`config.mk`:
```
export PLATFORM = sky130hd
export DESIGN_NAME = bin2bcd_seq
export DESIGN_NICKNAME = d
export VERILOG_FILES = /design/src/rtl/bin2bcd_seq.sv
export SDC_FILE = /design/constraint.sdc
export NUM_CORES = 1
export LEC_CHECK = 0
export CAP_MARGIN = 20
export CORE_ASPECT_RATIO = 0.8
export CORE_MARGIN = 2
export CORE_UTILIZATION = 55
export DETAILED_ROUTE_END_ITERATION = 12
export PLACE_DENSITY_LB_ADDON = 0.08
export RECOVER_POWER = 100
export SYNTH_ARGS = -nofsm -noshare
export SYNTH_HDL_FRONTEND = slang
export SYNTH_SLANG_ARGS = --single-unit
```
`constraint.sdc`:
```
create_clock -name clk -period 1.9 [get_ports clk]
set_input_delay 0.475 -clock clk [delete_from_list [all_inputs] [get_ports clk]]
set_output_delay 0.475 -clock clk [all_outputs]
set_load 0.02 [all_outputs]
```
`src/rtl/bin2bcd_seq.sv`:
```
// Sequential binary-to-BCD converter (double dabble, one bit per clock) with start/busy/done handshake.
// Optional macro BIN2BCD_SAT_EN: out-of-range results saturate to 9999 instead of wrapping mod 10000.
module bin2bcd_seq #(
    parameter int BIN_W = 14
) (
    input  logic             clk,
    input  logic             rst,
    input  logic             start,
    input  logic [BIN_W-1:0] bin_in,
    output logic             busy,
    output logic             done,
    output logic [15:0]      bcd_out,
    output logic             ovf
);

    // Handshake: start is sampled only while busy=0; done pulses for one cycle
    // on the edge that updates bcd_out/ovf, and busy is already low in that cycle.
    localparam logic [0:0] ST_IDLE  = 1'b0;
    localparam logic [0:0] ST_SHIFT = 1'b1;
    localparam logic [4:0] LAST_CNT = 5'(BIN_W - 1);

    logic [0:0]       state_q, state_d;
    logic [BIN_W-1:0] bin_q, bin_d;
    logic [19:0]      bcd_q, bcd_d;
    logic [4:0]       cnt_q, cnt_d;
    logic [15:0]      bcd_out_q, bcd_out_d;
    logic             ovf_q, ovf_d;
    logic             done_q, done_d;
    logic [19:0]      adj_bcd;

    always_comb begin
        adj_bcd = bcd_q;
        for (int i = 0; i < 5; i++) begin
            if (bcd_q[4*i +: 4] >= 4'd5) begin
                adj_bcd[4*i +: 4] = bcd_q[4*i +: 4] + 4'd3;
            end
        end
    end

    always_comb begin
        state_d   = state_q;
        bin_d     = bin_q;
        bcd_d     = bcd_q;
        cnt_d     = cnt_q;
        bcd_out_d = bcd_out_q;
        ovf_d     = ovf_q;
        done_d    = 1'b0;
        case (state_q)
            ST_IDLE: begin
                if (start) begin
                    state_d = ST_SHIFT;
                    bin_d   = bin_in;
                    bcd_d   = '0;
                    cnt_d   = '0;
                end
            end
            ST_SHIFT: begin
                bcd_d = {adj_bcd[18:0], bin_q[BIN_W-1]};
                bin_d = {bin_q[BIN_W-2:0], 1'b0};
                cnt_d = cnt_q + 5'd1;
                if (cnt_q == LAST_CNT) begin
                    state_d = ST_IDLE;
                    done_d  = 1'b1;
                    ovf_d   = (bcd_d[19:16] != 4'd0);
`ifdef BIN2BCD_SAT_EN
                    bcd_out_d = ovf_d ? 16'h9999 : bcd_d[15:0];
`else
                    bcd_out_d = bcd_d[15:0];
`endif
                end
            end
            default: state_d = ST_IDLE;
        endcase
    end

    always_ff @(posedge clk or negedge rst) begin
        if (!rst) begin
            state_q   <= ST_IDLE;
            bin_q     <= '0;
            bcd_q     <= '0;
            cnt_q     <= '0;
            bcd_out_q <= '0;
            ovf_q     <= 1'b0;
            done_q    <= 1'b0;
        end else begin
            state_q   <= state_d;
            bin_q     <= bin_d;
            bcd_q     <= bcd_d;
            cnt_q     <= cnt_d;
            bcd_out_q <= bcd_out_d;
            ovf_q     <= ovf_d;
            done_q    <= done_d;
        end
    end

    assign busy    = (state_q == ST_SHIFT);
    assign done    = done_q;
    assign bcd_out = bcd_out_q;
    assign ovf     = ovf_q;

endmodule

```
# After elaboration in Yosys (flattened, before gate mapping)
# Cells that the tools add are included.
word_totals:
  elab_cells: 39
  output_inout_bits: 19
  reg_bits: 58
op_classes:
  n_addsub: 6
  n_lt_le_gt_ge: 5
  n_eq_ne: 2
  reduce_logical: 2
  n_bitwise: 1
  mux: 16
ops:
  columns: ["cell", "count"]
  rows:
  - ["$pmux 20 s2", 1]
  - ["$pmux 14 s2", 1]
  - ["$ge 4x3->1 const B", 5]
  - ["$mux 20", 1]
  - ["$add 4x2->4 const B", 4]
  - ["$mux 4", 4]
  - ["$mux 14", 1]
  - ["$pmux 5 s2", 1]
  - ["$add 5x1->5 const B", 1]
  - ["$eq 5x4->1 const B", 1]
  - ["$mux 5", 1]
  - ["$mux 1", 4]
  - ["$reduce_bool 4->1", 1]
  - ["$add 3x2->3 const B", 1]
  - ["$mux 3", 1]
  - ["$ne 2x2->1 const B", 1]
  - ["$pmux 1 s2", 1]
  - ["$reduce_and 2->1", 1]
  - ["$not 1->1", 1]

# Depth between registers and ports, before layout
logic_depth:
  depth_word: 3
  depth_mapped: 7
  ltp_nobuf: 7

# Worst setup path before layout
# No wires, ideal clock.
synth_timing:
  path_type: "reg-to-reg"
  startpoint: "register cnt_q[1]"
  endpoint: "register bcd_out_q[10] (netlist: bcd_out[10])"
  path_stages_with_launch: 7
  setup_slack_ns: 0.420
  t_required_ns: 1.775
  n_path_buf: 0
  synth_period_minus_slack_ns: 1.480
  t_arrival_ns: 1.355
  cell_sequence: "dfrtp_1 > inv_1 > ha_1 > nand4_1 > or2_1 > clkinv_2 > mux2_2"
synth_via:
  elab_chain_cells: 2
synth_lines:
  columns: ["element", "line", "text"]
  rows:
  - ["from (decl)", "25", "logic [4:0] cnt_q, cnt_d;"]
  - ["from (signal assigned)", "89", "cnt_q <= cnt_d;"]
  - ["$eq 5x4->1", "61", "if (cnt_q == LAST_CNT) begin"]
  - ["$reduce_and 2->1 (no line)", null, null]
  - ["to (signal assigned)", "90", "bcd_out_q <= bcd_out_d;"]
  - ["to (decl)", "26", "logic [15:0] bcd_out_q, bcd_out_d;"]
# Every way passes these cells.
# A chain may end at the register's enable or synchronous reset.

# Final worst setup path
layout_timing:
  startpoint: "register bcd_out_q[4] (netlist: bcd_out[4])"
  endpoint: "output port bcd_out[4]"
layout_rtl:
  columns: ["element", "line", "text"]
  rows:
  - ["to (decl)", "12", "output logic [15:0] bcd_out,"]
# No word-level cell between the ends.

==> impl_metrics.json <==
{
  "slew_viol_final": 0,
  "cp-start-kind": "register",
  "fin_skew_ns": 0.00957,
  "crit_path_end_kind": "output port",
  "cp.required_ns": 1.42,
  "critPathMaxStageDelay_ns": 0.65,
  "regArea_um2": 1450,
  "insertion_delay_ns": 0.34,
  "coreArea_um2": 5040,
  "drt_iter0_markers": 145,
  "max_freq_ghz": 0.548,
  "clk_pin_slew_ns": 0.07,
  "slew_headroom_pct": 44.0,
  "totalWireLength_mm": 5.20,
  "viasPerCell": 5.31,
  "outcome": "finished, final reports clean",
  "p_leak_nw": 1.64,
  "syn_area_um2": 2880,
  "chipHeight_um": 68.7,
  "rows": 23,
  "netlist_instances": 273,
  "dp_hpwl_mm": 3.38,
  "vdd_drop_max_mv": 0.936,
  "dpl.cell_count": 361,
  "period_needed_ns": 1.82,
  "rsz0062_at_grt": "no",
  "r2r_slack_ns": 0.21,
  "drc": 0,
  "grt_pass1_vias": 1937,
  "synth_cell_types": 27,
  "netlist_top_cells_count": "58 x dfrtp_1, 31 x o21ai_0, 30 x mux2i_1, 30 x nand2_1, 22 x nand2b_1",
  "multiInputGateArea_um2": 1310,
  "crit_fanout": 2,
  "worst_slew_pin_slew_ns": 0.840,
  "timing.rr.start": "cnt_q[1]",
  "num_vias": 2003,
  "critical_path.top_delay_family": "buffers and inverters",
  "yosys.area.top_type": "dfrtp_1",
  "crit_buf_inv": 1,
  "ioPinCount": 36,
  "stdcell_count": 377,
  "cts_resized": 0,
  "track_usage_pct": 20.3,
  "initial_utilization_pct": 57.1,
  "power.density_nw_per_um2": 1660,
  "yosysTopAreaCellShare_pct": 50.5,
  "areaGrowthSynthToFinish_pct": 19.1,
  "cts_tree": "built",
  "dpl_worst_slack_ns": 0.205,
  "syn_area_per_cell_um2": 10.5,
  "fin_ws_ns": 0.0753,
  "grt_max_degree": 66,
  "clock-sinks": 58,
  "grt-ovfl-total": 0,
  "critical_path_class": "register to output port",
  "drive_above_1_share_pct": 7.94,
  "synth_flop_cell": "dfrtp_1",
  "holdBufCountCts": 0,
  "synth_seq_cells": 58,
  "grt_pass1_wl_mm": 9.00,
  "die_w_um": 84.9,
  "finalCritPeriodShare_pct": 96.0,
  "port_buffers": 35,
  "postRouteAntennaNets": 0,
  "hold_viol": 0,
  "r2r_cells": 6,
  "nFillCells": 391,
  "clk_path_buf_depth": 2,
  "dr.pass1.iters": 4,
  "async_flop_share_pct": 100,
  "cp.depth": 1,
  "setup-tns-final_ns": 0,
  "min_path_type": "input pin to async pin",
  "synth_nets": 302,
  "detail_route.wl_per_cell_um": 13.8,
  "r2r-end": "bcd_out[5]",
  "setup_violations": 0,
  "antennaDiodeCount": 0,
  "synthTopCellsByArea": "dfrtp_1 50%, mux2i_1 10%, o21ai_0 5.4%, ha_1 5.2%, nand2b_1 4.8%",
  "path_cells": "dlygate4sd3_1",
  "max_cap_viol_count": 0,
  "ys_seq_area_share_pct": 50.5,
  "gp_congestion": 0.763,
  "crit_path_end": "bcd_out[4]",
  "cts_buffers": 9,
  "yosysWarningCount": 0,
  "antenna_found_initial": 0,
  "cts_setup_buffers": 0,
  "crit_arrival_ns": 1.35,
  "clockRootBuffer": "clkbuf_8",
  "h-tree-depth": 3,
  "die-area_um2": 5830,
  "worst_path_max_delay_cell": "dlygate4sd3_1",
  "synth_edf_count": 0,
  "crit_start": "bcd_out[4]",
  "nets": 339,
  "yosysMostFrequentCell": "dfrtp_1"
}
-- metrics by stage --
stage | utilization (%) | power [mW] | area (um^2) | hold slack (ns)
3_3_place_gp | 65.4 | 4.69 | 3300 | 0.418
4_1_cts | 68.7 | 5.77 | 3460 | 0.0491
2_1_floorplan | - | 3.97 | 2880 | 0.179
6_report | 68.0 | 5.67 | 3430 | 0.213
5_1_grt | 68.0 | 6.17 | 3430 | 0.304
3_5_place_dp | 65.4 | 4.77 | 3300 | 0.416
-- layout make-up --
| type | count | area share [%] |
|---|---|---|
| sequential | 58 | 42.4 |
| multi-input combinational | 190 | 38.3 |
| inverter | 12 | 1.35 |
| clock inverter | 3 | 0.438 |
| timing repair buffer | 39 | 10.8 |
| clock buffer | 13 | 4.35 |
| tap | 62 | 2.26 |
-- cells by family (layout without fill, tap and decap cells) --
kind of cell	count (synthesis)	count (layout)	synth area share, %
mux	37	37	13.2
flops	58	58	50.5
xor+xnor	7	7	2.13
buf+inv	25	67	3.70
compound gates	58	58	11.5
fa+ha+maj	12	12	5.22
simple gates	76	76	13.8
-- how the worst min path moves through the flow --
stage	from	end	slack [ns]	cells past startpoint
floorplan	rst	bcd_out[0]	0.18	0
global placement	rst	bin_q[9]	0.42	1
detailed placement	rst	bin_q[9]	0.42	1
CTS	rst	bcd_out[0]	0.05	1
global route	rst	bcd_out[0]	0.30	1
finish	rst	bcd_out[0]	0.21	1
-- state kept, by name, summed over array words and instances, names as in the netlist --
| register | flops |
|---|---|
| bcd_out | 16 |
| bcd_q | 20 |
| bin_q | 14 |
| busy | 1 |
| cnt_q | 5 |
| done | 1 |
| ovf | 1 |
-- power breakdown --
group          internal (mW)  switching [mW]
Sequential              1.78           0.406
Combinational           1.22            1.31
Clock                  0.503           0.459
Total                   3.50            2.17
-- placed cells by master (no fill, tap or decap), drive strengths merged, types with 2 or more instances in the layout --
master         Yosys  final
a21o               7      7
a21oi             13     13
clkbuf             9     17
clkdlybuf4s50      0     30
clkinv             1      4
dfrtp             58     58
dlygate4sd3        0      4
ha                12     12
inv               11     11
mux2               7      7
mux2i             30     30
nand2             30     30
nand2b            22     22
nand3              3      3
nor2               5      5
nor3               2      2
nor3b             12     12
o21ai             31     31
o31ai              3      3
xnor2              6      6
-- routing by layer --
| metal | vias to the layer above | share of wire [%] | GRT usage [%] | wire length [um] |
|---|---|---|---|---|
| li1 | 1007 | - | - | - |
| met1 | 947 | 51 | 26.9 | 2650 |
| met2 | 43 | 43 | 31.1 | 2250 |
| met3 | 6 | 4.6 | 6.55 | 237 |
| met4 | 0 | 1.2 | 8.73 | 63 |
| met5 | - | 0 | 0 | 0 |
-- worst register-to-register path, cell delays in order (launching register included) --
cell and delay (ns):
dfrtp_1 0.39, inv_1 0.09, ha_1 0.14, nand4_1 0.08, or2_1 0.33, clkinv_2 0.20, mux2_2 0.36
Power figures use the tool's default switching activity.
